===== src/rtl/im_pkg.sv =====
// Shared types for the IM register-file sequencer: opcodes, FSM states,
// datapath widths and small decode helpers.
package im_pkg;

    localparam int REG_W  = 5;
    localparam int DATA_W = 8;
    localparam int OP_W   = 3;
    localparam int CNT_W  = 3;

    typedef enum logic [OP_W-1:0] {
        OP_NOP  = 3'd0,
        OP_LDI  = 3'd1,
        OP_MOV  = 3'd2,
        OP_ALU  = 3'd3,
        OP_ALUF = 3'd4
    } op_e;

    typedef enum logic [3:0] {
        ST_IDLE = 4'd0,
        ST_LDI  = 4'd1,
        ST_MOV  = 4'd2,
        ST_RDA  = 4'd3,
        ST_RDB  = 4'd4,
        ST_WAIT = 4'd5,
        ST_WRC  = 4'd6,
        ST_WRF  = 4'd7,
        ST_NOPX = 4'd8
    } state_e;

    // Opcodes 5..7 are outside the defined instruction set.
    function automatic logic is_illegal_op(input logic [OP_W-1:0] op);
        return (op >= 3'd5);
    endfunction

    // First bus state entered after accepting an instruction.
    function automatic state_e op_to_state(input logic [OP_W-1:0] op);
        state_e st;
        case (op)
            OP_LDI:  st = ST_LDI;
            OP_MOV:  st = ST_MOV;
            OP_ALU:  st = ST_RDA;
            OP_ALUF: st = ST_RDA;
            default: st = ST_NOPX;
        endcase
        return st;
    endfunction

endpackage


===== src/rtl/im_sequencer.sv =====
// Bus-master sequencer for the 32x8 IM register file. Accepts one
// register-transfer instruction at a time and expands it into timed
// read/write-select, tristate-enable and operand-capture strobes. All
// outputs are registered and decoded from the next state, so each output
// set lines up with the cycle the FSM spends in that state and nothing
// on in_* reaches an output combinationally.
module im_sequencer
    import im_pkg::*;
#(
    parameter int ALU_LAT  = 1,
    parameter int FLAG_REG = 31
) (
    input  logic              clk,
    input  logic              rst,
    input  logic              in_valid,
    output logic              in_ready,
    input  logic [OP_W-1:0]   in_op,
    input  logic [REG_W-1:0]  in_dst,
    input  logic [REG_W-1:0]  in_srca,
    input  logic [REG_W-1:0]  in_srcb,
    input  logic [DATA_W-1:0] in_imm,
    output logic              RD,
    output logic              WR,
    output logic [REG_W-1:0]  RDsel,
    output logic [REG_W-1:0]  WRsel,
    output logic              LD_en,
    output logic              C_en,
    output logic              F_en,
    output logic [DATA_W-1:0] Load_reg,
    output logic              a_cap,
    output logic              b_cap,
    output logic              done,
    output logic              err
);

    localparam logic [CNT_W-1:0] LAT_M1   = CNT_W'(ALU_LAT - 1);
    localparam logic [REG_W-1:0] FLAG_IDX = REG_W'(FLAG_REG);

    // FSM state and instruction fields captured at accept
    state_e              state_r;
    state_e              state_nx_s;
    logic [OP_W-1:0]     op_r,   op_nx_s;
    logic [REG_W-1:0]    dst_r,  dst_nx_s;
    logic [REG_W-1:0]    srca_r, srca_nx_s;
    logic [REG_W-1:0]    srcb_r, srcb_nx_s;
    logic [DATA_W-1:0]   imm_r,  imm_nx_s;
    logic [CNT_W-1:0]    cnt_r,  cnt_nx_s;
    logic [CNT_W-1:0]    cnt_dec_s;

    // Next-cycle output values, registered below
    logic                ready_s, rd_s, wr_s, ld_s, c_s, f_s;
    logic                acap_s, bcap_s, done_s, err_s;
    logic [REG_W-1:0]    rdsel_s, wrsel_s;
    logic [DATA_W-1:0]   load_s;

    logic                ready_r, rd_r, wr_r, ld_r, c_r, f_r;
    logic                acap_r, bcap_r, done_r, err_r;
    logic [REG_W-1:0]    rdsel_r, wrsel_r;
    logic [DATA_W-1:0]   load_r;

    assign cnt_dec_s = cnt_r - 3'd1;

    // Next-state, field capture and latency counter logic
    always_comb begin
        state_nx_s = state_r;
        op_nx_s    = op_r;
        dst_nx_s   = dst_r;
        srca_nx_s  = srca_r;
        srcb_nx_s  = srcb_r;
        imm_nx_s   = imm_r;
        cnt_nx_s   = cnt_r;
        case (state_r)
            ST_IDLE: begin
                if (in_valid) begin
                    op_nx_s    = in_op;
                    dst_nx_s   = in_dst;
                    srca_nx_s  = in_srca;
                    srcb_nx_s  = in_srcb;
                    imm_nx_s   = in_imm;
                    state_nx_s = op_to_state(in_op);
                end else begin
                    state_nx_s = ST_IDLE;
                end
            end
            ST_LDI:  state_nx_s = ST_IDLE;
            ST_MOV:  state_nx_s = ST_IDLE;
            ST_NOPX: state_nx_s = ST_IDLE;
            ST_WRF:  state_nx_s = ST_IDLE;
            ST_RDA:  state_nx_s = ST_RDB;
            ST_RDB: begin
                if (ALU_LAT == 1) begin
                    state_nx_s = ST_WRC;
                end else begin
                    state_nx_s = ST_WAIT;
                    cnt_nx_s   = LAT_M1;
                end
            end
            ST_WAIT: begin
                cnt_nx_s = cnt_dec_s;
                if (cnt_dec_s == 3'd0) begin
                    state_nx_s = ST_WRC;
                end else begin
                    state_nx_s = ST_WAIT;
                end
            end
            ST_WRC: begin
                if (op_r == OP_ALUF) begin
                    state_nx_s = ST_WRF;
                end else begin
                    state_nx_s = ST_IDLE;
                end
            end
            default: state_nx_s = ST_IDLE;
        endcase
    end

    // Output decode for the state about to be entered; one bus driver max
    always_comb begin
        ready_s = 1'b0;
        rd_s    = 1'b0;
        wr_s    = 1'b0;
        ld_s    = 1'b0;
        c_s     = 1'b0;
        f_s     = 1'b0;
        acap_s  = 1'b0;
        bcap_s  = 1'b0;
        done_s  = 1'b0;
        err_s   = 1'b0;
        rdsel_s = 5'd0;
        wrsel_s = 5'd0;
        load_s  = 8'd0;
        case (state_nx_s)
            ST_IDLE: ready_s = 1'b1;
            ST_LDI: begin
                ld_s    = 1'b1;
                wr_s    = 1'b1;
                wrsel_s = dst_nx_s;
                load_s  = imm_nx_s;
                done_s  = 1'b1;
            end
            ST_MOV: begin
                rd_s    = 1'b1;
                rdsel_s = srca_nx_s;
                wr_s    = 1'b1;
                wrsel_s = dst_nx_s;
                done_s  = 1'b1;
            end
            ST_RDA: begin
                rd_s    = 1'b1;
                rdsel_s = srca_nx_s;
                acap_s  = 1'b1;
            end
            ST_RDB: begin
                rd_s    = 1'b1;
                rdsel_s = srcb_nx_s;
                bcap_s  = 1'b1;
            end
            ST_WAIT: ready_s = 1'b0;
            ST_WRC: begin
                c_s     = 1'b1;
                wr_s    = 1'b1;
                wrsel_s = dst_nx_s;
                done_s  = (op_nx_s != OP_ALUF);
            end
            ST_WRF: begin
                f_s     = 1'b1;
                wr_s    = 1'b1;
                wrsel_s = FLAG_IDX;
                done_s  = 1'b1;
            end
            ST_NOPX: begin
                done_s  = 1'b1;
                err_s   = is_illegal_op(op_nx_s);
            end
            default: ready_s = 1'b0;
        endcase
    end

    // State, captured fields and registered outputs; reset drops any
    // in-flight instruction without a done pulse
    always_ff @(posedge clk) begin
        if (rst) begin
            state_r <= ST_IDLE;
            op_r    <= 3'd0;
            dst_r   <= 5'd0;
            srca_r  <= 5'd0;
            srcb_r  <= 5'd0;
            imm_r   <= 8'd0;
            cnt_r   <= 3'd0;
            ready_r <= 1'b1;
            rd_r    <= 1'b0;
            wr_r    <= 1'b0;
            ld_r    <= 1'b0;
            c_r     <= 1'b0;
            f_r     <= 1'b0;
            acap_r  <= 1'b0;
            bcap_r  <= 1'b0;
            done_r  <= 1'b0;
            err_r   <= 1'b0;
            rdsel_r <= 5'd0;
            wrsel_r <= 5'd0;
            load_r  <= 8'd0;
        end else begin
            state_r <= state_nx_s;
            op_r    <= op_nx_s;
            dst_r   <= dst_nx_s;
            srca_r  <= srca_nx_s;
            srcb_r  <= srcb_nx_s;
            imm_r   <= imm_nx_s;
            cnt_r   <= cnt_nx_s;
            ready_r <= ready_s;
            rd_r    <= rd_s;
            wr_r    <= wr_s;
            ld_r    <= ld_s;
            c_r     <= c_s;
            f_r     <= f_s;
            acap_r  <= acap_s;
            bcap_r  <= bcap_s;
            done_r  <= done_s;
            err_r   <= err_s;
            rdsel_r <= rdsel_s;
            wrsel_r <= wrsel_s;
            load_r  <= load_s;
        end
    end

    assign in_ready = ready_r;
    assign RD       = rd_r;
    assign WR       = wr_r;
    assign RDsel    = rdsel_r;
    assign WRsel    = wrsel_r;
    assign LD_en    = ld_r;
    assign C_en     = c_r;
    assign F_en     = f_r;
    assign Load_reg = load_r;
    assign a_cap    = acap_r;
    assign b_cap    = bcap_r;
    assign done     = done_r;
    assign err      = err_r;

endmodule


===== config.mk =====
export PLATFORM = sky130hd
export DESIGN_NAME = im_sequencer
export DESIGN_NICKNAME = d
export VERILOG_FILES = /design/src/rtl/im_pkg.sv /design/src/rtl/im_sequencer.sv
export SDC_FILE = /design/constraint.sdc
export NUM_CORES = 1
export LEC_CHECK = 0
export CAP_MARGIN = 20
export CELL_PAD_IN_SITES_DETAIL_PLACEMENT = 1
export CELL_PAD_IN_SITES_GLOBAL_PLACEMENT = 1
export CORE_MARGIN = 4
export CORE_UTILIZATION = 33
export CTS_CLUSTER_SIZE = 10
export DETAILED_ROUTE_END_ITERATION = 12
export PLACE_DENSITY = 0.73
export SYNTH_ARGS = -nofsm -noshare
export SYNTH_HDL_FRONTEND = slang
export SYNTH_SLANG_ARGS = --single-unit

===== constraint.sdc =====
create_clock -name clk -period 1.9 [get_ports clk]
set_clock_uncertainty 0.1 [all_clocks]
set_input_delay 0.285 -clock clk [delete_from_list [all_inputs] [get_ports clk]]
set_output_delay 0.285 -clock clk [all_outputs]
set_load 0.02 [all_outputs]

==> results of run 1 <==
what timing repair did:
action / in CTS / in global routing
pin swaps: 2 / 4
resized for setup: 8 / 23
setup endpoints to repair: 31 / 34
setup buffers: 3 / 3
gates cloned: 1 / 1
power groups by stage:
stage               Combinational, mW  Clock [mW]  Sequential [mW]
floorplan                       0.189           0             1.40
detailed placement              0.393           0             1.38
finish                          0.495        1.35             1.36
global placement                0.383           0             1.38
CTS                             0.436        1.36             1.36
global route                    0.530        1.43             1.37
metal layers:
| layer | vias to the layer above | global-route usage | routed length [microns] |
|---|---|---|---|
| met3 | 17 | 0.0591 | 412 |
| li1 | 1048 | - | - |
| met1 | 1053 | 0.188 | 3120 |
| met2 | 61 | 0.291 | 3670 |
| met4 | 0 | 0.0495 | 178 |
| met5 | - | 0 | 0 |
worst reg2reg max path: cells and delay by family, from the launching register on:
kind            cells  cell delay, ns
compound gates      1            0.45
simple gates        2            0.66
flops               1            0.33
buf+inv             3            0.41
final cells by class:
| cell class | count | area [sq um] |
|---|---|---|
| fill | 781 | 3100 |
| sequential | 61 | 1220 |
| multi-input combinational | 166 | 1160 |
| timing repair buffer | 100 | 972 |
| clock buffer | 12 | 165 |
| tap | 96 | 120 |
| clock inverter | 3 | 67.6 |
| inverter | 4 | 15.0 |
synth_stat cells, drive strengths merged:
cell / n
nand4b: 1
nand2: 35
a31o: 1
nor3: 12
o21bai: 1
buf: 9
ha: 2
clkbuf: 6
nand3: 9
or3b: 1
o21ai: 13
a22o: 5
a2111o: 1
xor2: 1
a211oi: 5
a31oi: 1
and3: 3
a211o: 2
dfxtp: 61
inv: 4
xnor2: 2
nand2b: 3
o211ai: 2
and2: 3
a21oi: 22
or3: 1
mux2i: 13
or4b: 2
nor4b: 2
nor2: 19
nor3b: 3
a221oi: 1
per-stage QoR:
| step | util | cells | power (mW) | area [sq um] |
|---|---|---|---|---|
| 2_1_floorplan | - | 246 | 1.59 | 2350 |
| 3_3_place_gp | 0.473 | 419 | 1.76 | 3230 |
| 3_5_place_dp | 0.473 | 419 | 1.78 | 3230 |
| 4_1_cts | 0.521 | 438 | 3.15 | 3560 |
| 5_1_grt | 0.546 | 442 | 3.33 | 3730 |
| 6_report | 0.546 | 442 | 3.21 | 3730 |
kinds of logic after synthesis:
| kind of cell | count (synthesis) |
|---|---|
| and+or+nand+nor | 94 |
| adders and majority gates | 2 |
| AOI/OAI and AO/OA | 54 |
| DFF | 61 |
| xor gates and xnor gates | 3 |
| muxes | 13 |
| buffers and inverters | 19 |
worst min path at each step:
stage,to,start,cells past startpoint
finish,srcb_r[4]$_SDFF_PP0_,srcb_r[4]$_SDFF_PP0_,2
global route,srcb_r[4]$_SDFF_PP0_,srcb_r[4]$_SDFF_PP0_,2
detailed placement,srcb_r[4]$_SDFF_PP0_,srcb_r[4]$_SDFF_PP0_,2
floorplan,op_r[2]$_SDFF_PP0_,in_op[2],2
global placement,srcb_r[1]$_SDFF_PP0_,srcb_r[1]$_SDFF_PP0_,2
CTS,srcb_r[4]$_SDFF_PP0_,srcb_r[4]$_SDFF_PP0_,2
==> results.sh, run 1 <==
export IMPL_status="finished, violations left"
export IMPL_violations="setup timing"
export IMPL_clock_latency_ns=0.35
export IMPL_synth_simple_area_share=0.202
export IMPL_area_growth_pct=59.8
export IMPL_path_class="register to register"
export IMPL_internal_power_mw=2.44
export IMPL_synth_compound_area_share=0.155
export IMPL_cts_tree="done"
export IMPL_crit_top_cell="buf_4"
export IMPL_clock_root_buffer="clkbuf_8"
export IMPL_die_w_microns=92.1
export IMPL_rows=30
export IMPL_synth_cell_area_sq_mm=0.00233
export IMPL_synth_xor_area_frac=0.0113
export IMPL_yosysTopAreaCell="dfxtp_1"
export IMPL_drive_above_1_share=0.257
export IMPL_period_share=1.06
export IMPL_cts_num_sinks=61
export IMPL_endpoint="F_en$_SDFF_PP0_"
export IMPL_route_detailed_drc=0
export IMPL_final_common_cell="dfxtp_1"
export IMPL_crit_family="simple AND/OR/NAND/NOR gates"
export IMPL_cts_hold_buf=0
export IMPL_worstMarginPinSlew_ns=0.364
export IMPL_crit_chain="or4b_4 -> a2111o_1 -> buf_4 -> buf_4 -> buf_4 -> nor3_2"
export IMPL_ys_seq_area_frac=0.523
export IMPL_worstHoldPathType="register to register"
export IMPL_io_pins=57
export IMPL_worst_r2r_setup_slack_ns=-0.11
export IMPL_synthDistinctLibCells=42
export IMPL_htreeDepth=3
export IMPL_synth_adder_area_share=0.0107
export IMPL_critical_path_depth=6
export IMPL_slew_headroom=0.758
export IMPL_pre_cts_slack_ns=-0.501
export IMPL_grt_overflow=0
export IMPL_r2r_cells=6
export IMPL_power_net_switching_mw=0.768
export IMPL_slowest_delay_ns=0.54
export IMPL_startpoint_type="register"
export IMPL_setup_viol=9
export IMPL_n_antenna_cell=0
export IMPL_clk_pin_slew_ns=0.07
export IMPL_critPathLaunch="op_r[1]$_SDFF_PP0_"
export IMPL_p_leak_nw=1.46
export IMPL_setup_slack_ns=-0.112
export IMPL_viasPerCell=4.93
export IMPL_period_minus_slack_ns=2.01
export IMPL_cellPowerDensity_mw_per_mm2=860
export IMPL_grt_pass1_vias=2281
export IMPL_routedWlPerCell_microns=16.7
export IMPL_synth_area_per_cell_sq_um=9.49
export IMPL_seq_power_share=0.425
export IMPL_finalNetCount=373
export IMPL_dieArea_sq_mm=0.00848
export IMPL_netSwitchingFraction=0.240
export IMPL_ys_warn_count=0
export IMPL_drt_iter0_drc=111
export IMPL_peakVddDrop_mv=0.411
export IMPL_syn_num_nets=277
export IMPL_synth_top_area_frac=0.523
export IMPL_initial_core_util=0.342
export IMPL_cp_slowest_cell="or4b_4"
export IMPL_cp_max_fo=3
export IMPL_drt_first_pass_iters=6
export IMPL_r2r_start="op_r[1]$_SDFF_PP0_"
export IMPL_wl_mm=7.38
export IMPL_p_clk_frac=0.421
export IMPL_fp_dieH_microns=92.1
export IMPL_postSynthCellCount=246
export IMPL_portBuffers=56
export IMPL_holdWs_ns=0.365
export IMPL_path_buf_inv=3
export IMPL_worstPathRequired_ns=2.08
export IMPL_ant_nets=0
export IMPL_track_usage=0.166
export IMPL_vias=2179
export IMPL_cts_buffers=9
export IMPL_worstSetupEndpointType="register"
export IMPL_r2r_end="F_en$_SDFF_PP0_"
export IMPL_antenna_found_initial=0
export IMPL_cap_violations=0
export IMPL_final_cell_mix="dfxtp_1, clkdlybuf4s50_1, buf_4, nand2_1, a21oi_1"
export IMPL_synth_mux_area_frac=0.0558
export IMPL_dpl_hpwl_mm=4.55
export IMPL_gp_congestion=0.839
export IMPL_fmax_mhz=497
export IMPL_grt_start_max_net_pins=30
export IMPL_drv_slew=0
export IMPL_final_setup_tns_ns=-0.606
export IMPL_synthTopCellsByArea="dfxtp_1, nand2_1, mux2i_1"
export IMPL_arrival_ns=2.19
export IMPL_grt_pass1_wl_mm=11.0
export IMPL_p_comb_frac=0.155
export IMPL_rsz0062_at_grt="yes"
export IMPL_hold_violations=0
export IMPL_core_area_sq_mm=0.00683
export IMPL_cts_buffer_depth=2
export IMPL_synth_top_family_by_area="simple AND/OR/NAND/NOR gates"
export IMPL_yosys_register_bits=61
No activity file was read; power rests on OpenSTA's default activity.
==> inputs of run 2 (changes only) <==
GPL_TIMING_DRIVEN = 0   (was unset)
==> run 2 against run 1 <==
  * The flow still finishes with violations (setup timing)
  * Fmax down 1.9%
  * Critical endpoint is now done$_SDFF_PP0_
  * Routed wire length up 0.57%
  * Final cell count down 2.0%
  * Worst setup slack worse by 0.039 ns
  * Sequential share of layout area up 0.069 points
  * First-iteration DRC count down 20%
  * Via count down 2.2%
  * Largest power group unchanged
  * Global-route usage up 0.32 points
  * Highest routed layer unchanged
==> results.sh, run 2 (synthesis results as in run 1) <==
export IMPL_grt_overflow=0
export IMPL_path_class="register to register"
export IMPL_multi_input_area_sq_mm=0.00131
export IMPL_worstMarginPinSlew_ns=0.629
export IMPL_design_area_sq_mm=0.00375
export IMPL_cellPowerDensity_mw_per_mm2=799
export IMPL_cap_violations=0
export IMPL_cts_num_sinks=61
export IMPL_drt_iter0_drc=89
export IMPL_seq_area_sq_mm=0.00123
export IMPL_worstPathRequired_ns=2.00
export IMPL_violations="setup timing"
export IMPL_holdWs_ns=0.274
export IMPL_die_w_microns=92.1
export IMPL_rsz0062_at_grt="yes"
export IMPL_io_pins=57
export IMPL_drv_slew=0
export IMPL_grt_pass1_vias=2214
export IMPL_ant_nets=0
export IMPL_arrival_ns=2.15
export IMPL_finalNetCount=364
export IMPL_n_antenna_cell=0
export IMPL_cts_buffer_depth=2
export IMPL_track_usage=0.169
export IMPL_worstSetupEndpointType="register"
export IMPL_viasPerCell=4.92
export IMPL_final_common_cell="dfxtp_1"
export IMPL_place_area_sq_mm=0.00304
export IMPL_vias=2130
export IMPL_p_leak_nw=1.42
export IMPL_grt_start_max_net_pins=11
export IMPL_netSwitchingFraction=0.263
export IMPL_clock_root_buffer="clkbuf_8"
export IMPL_cts_hold_buf=0
export IMPL_cts_buffers=9
export IMPL_final_cell_mix="dfxtp_1, clkdlybuf4s50_1, nand2_1, nor2_1, buf_4"
export IMPL_period_minus_slack_ns=2.05
export IMPL_period_share=1.08
export IMPL_slew_headroom=0.577
export IMPL_peakVddDrop_mv=0.525
export IMPL_final_setup_tns_ns=-3.06
export IMPL_setup_viol=38
export IMPL_portBuffers=56
export IMPL_drive_above_1_share=0.285
export IMPL_status="finished, violations left"
export IMPL_power_net_switching_mw=0.786
export IMPL_area_growth_pct=60.6
export IMPL_wl_mm=7.43
export IMPL_routedWlPerCell_microns=17.1
export IMPL_dieArea_sq_mm=0.00848
export IMPL_clk_pin_slew_ns=0.07
export IMPL_initial_core_util=0.342
export IMPL_cts_tree="done"
export IMPL_grt_pass1_wl_mm=11.1
export IMPL_htreeDepth=3
export IMPL_dpl_hpwl_mm=4.41
export IMPL_cp_max_fo=6
export IMPL_drt_first_pass_iters=4
export IMPL_startpoint_type="register"
export IMPL_rows=30
export IMPL_hold_violations=0
export IMPL_p_clk_frac=0.365
export IMPL_core_area_sq_mm=0.00683
export IMPL_antenna_found_initial=0
export IMPL_internal_power_mw=2.21
export IMPL_worstHoldPathType="primary input to register"
export IMPL_fmax_mhz=488
export IMPL_fp_dieH_microns=92.1
export IMPL_setup_slack_ns=-0.151
export IMPL_clock_latency_ns=0.33
export IMPL_nFillCells=761
export IMPL_seq_power_share=0.455
export IMPL_route_detailed_drc=0
export IMPL_p_comb_frac=0.180
export IMPL_gp_congestion=0.820
-- run 2: power groups by stage --
stage               logic (mW)  clock network [mW]  registers, mW
global placement         0.346                   0           1.38
floorplan                0.189                   0           1.40
global route             0.573                1.18           1.37
CTS                      0.450                1.11           1.36
detailed placement       0.354                   0           1.38
finish                   0.539                1.09           1.36
-- run 2: critical path: stages, from the launching register on --
cell and delay, ns:
dfxtp_4 0.36, buf_4 0.13, or4b_4 0.54, buf_4 0.17, a211oi_4 0.22, nor3_2 0.08
o211ai_1 0.21, o211ai_1 0.11
-- run 2: worst paths after layout --
path	start	end	slack (ns)	cells past startpoint
setup / recovery	state_r[0]$_SDFF_PP0_	done$_SDFF_PP0_	-0.15	7
hold / removal	in_op[2]	op_r[2]$_SDFF_PP0_	0.27	3
setup reg to reg	state_r[0]$_SDFF_PP0_	done$_SDFF_PP0_	-0.15	7
hold reg to reg	srca_r[2]$_SDFF_PP0_	srca_r[2]$_SDFF_PP0_	0.36	2
-- run 2: timing repair --
action                                  in CTS  in global routing
setup buffers                               13                  7
endpoints found under the hold margin        0                  0
pin swaps                                   17                 23
endpoints found under the setup margin      53                 52
resized for setup                           46                 49
gates cloned                                 3                  0
-- run 2: area by class of cell --
class                      instances  area share
multi-input combinational        166       0.350
sequential                        61       0.329
timing repair buffer              79       0.209
clock buffer                      11      0.0351
tap                               96      0.0321
buffer                            12      0.0270
clock inverter                     4      0.0134
inverter                           4     0.00401
-- run 2: routing by layer --
layer,global-route usage,up-vias,share of wire
li1,-,1035,-
met1,0.208,1040,0.44
met2,0.277,47,0.50
met3,0.0500,8,0.047
met4,0.0668,0,0.015
met5,0,-,0
-- run 2: metrics by stage --
step,cells,setup WS (ns),total power [mW],util
after floorplan,246,-0.0284,1.59,-
after global placement,398,-0.826,1.73,0.444
after global routing,433,-0.234,3.12,0.549
after detailed placement,398,-0.838,1.74,0.444
final,433,-0.151,2.99,0.549
after CTS,428,-0.215,2.92,0.511
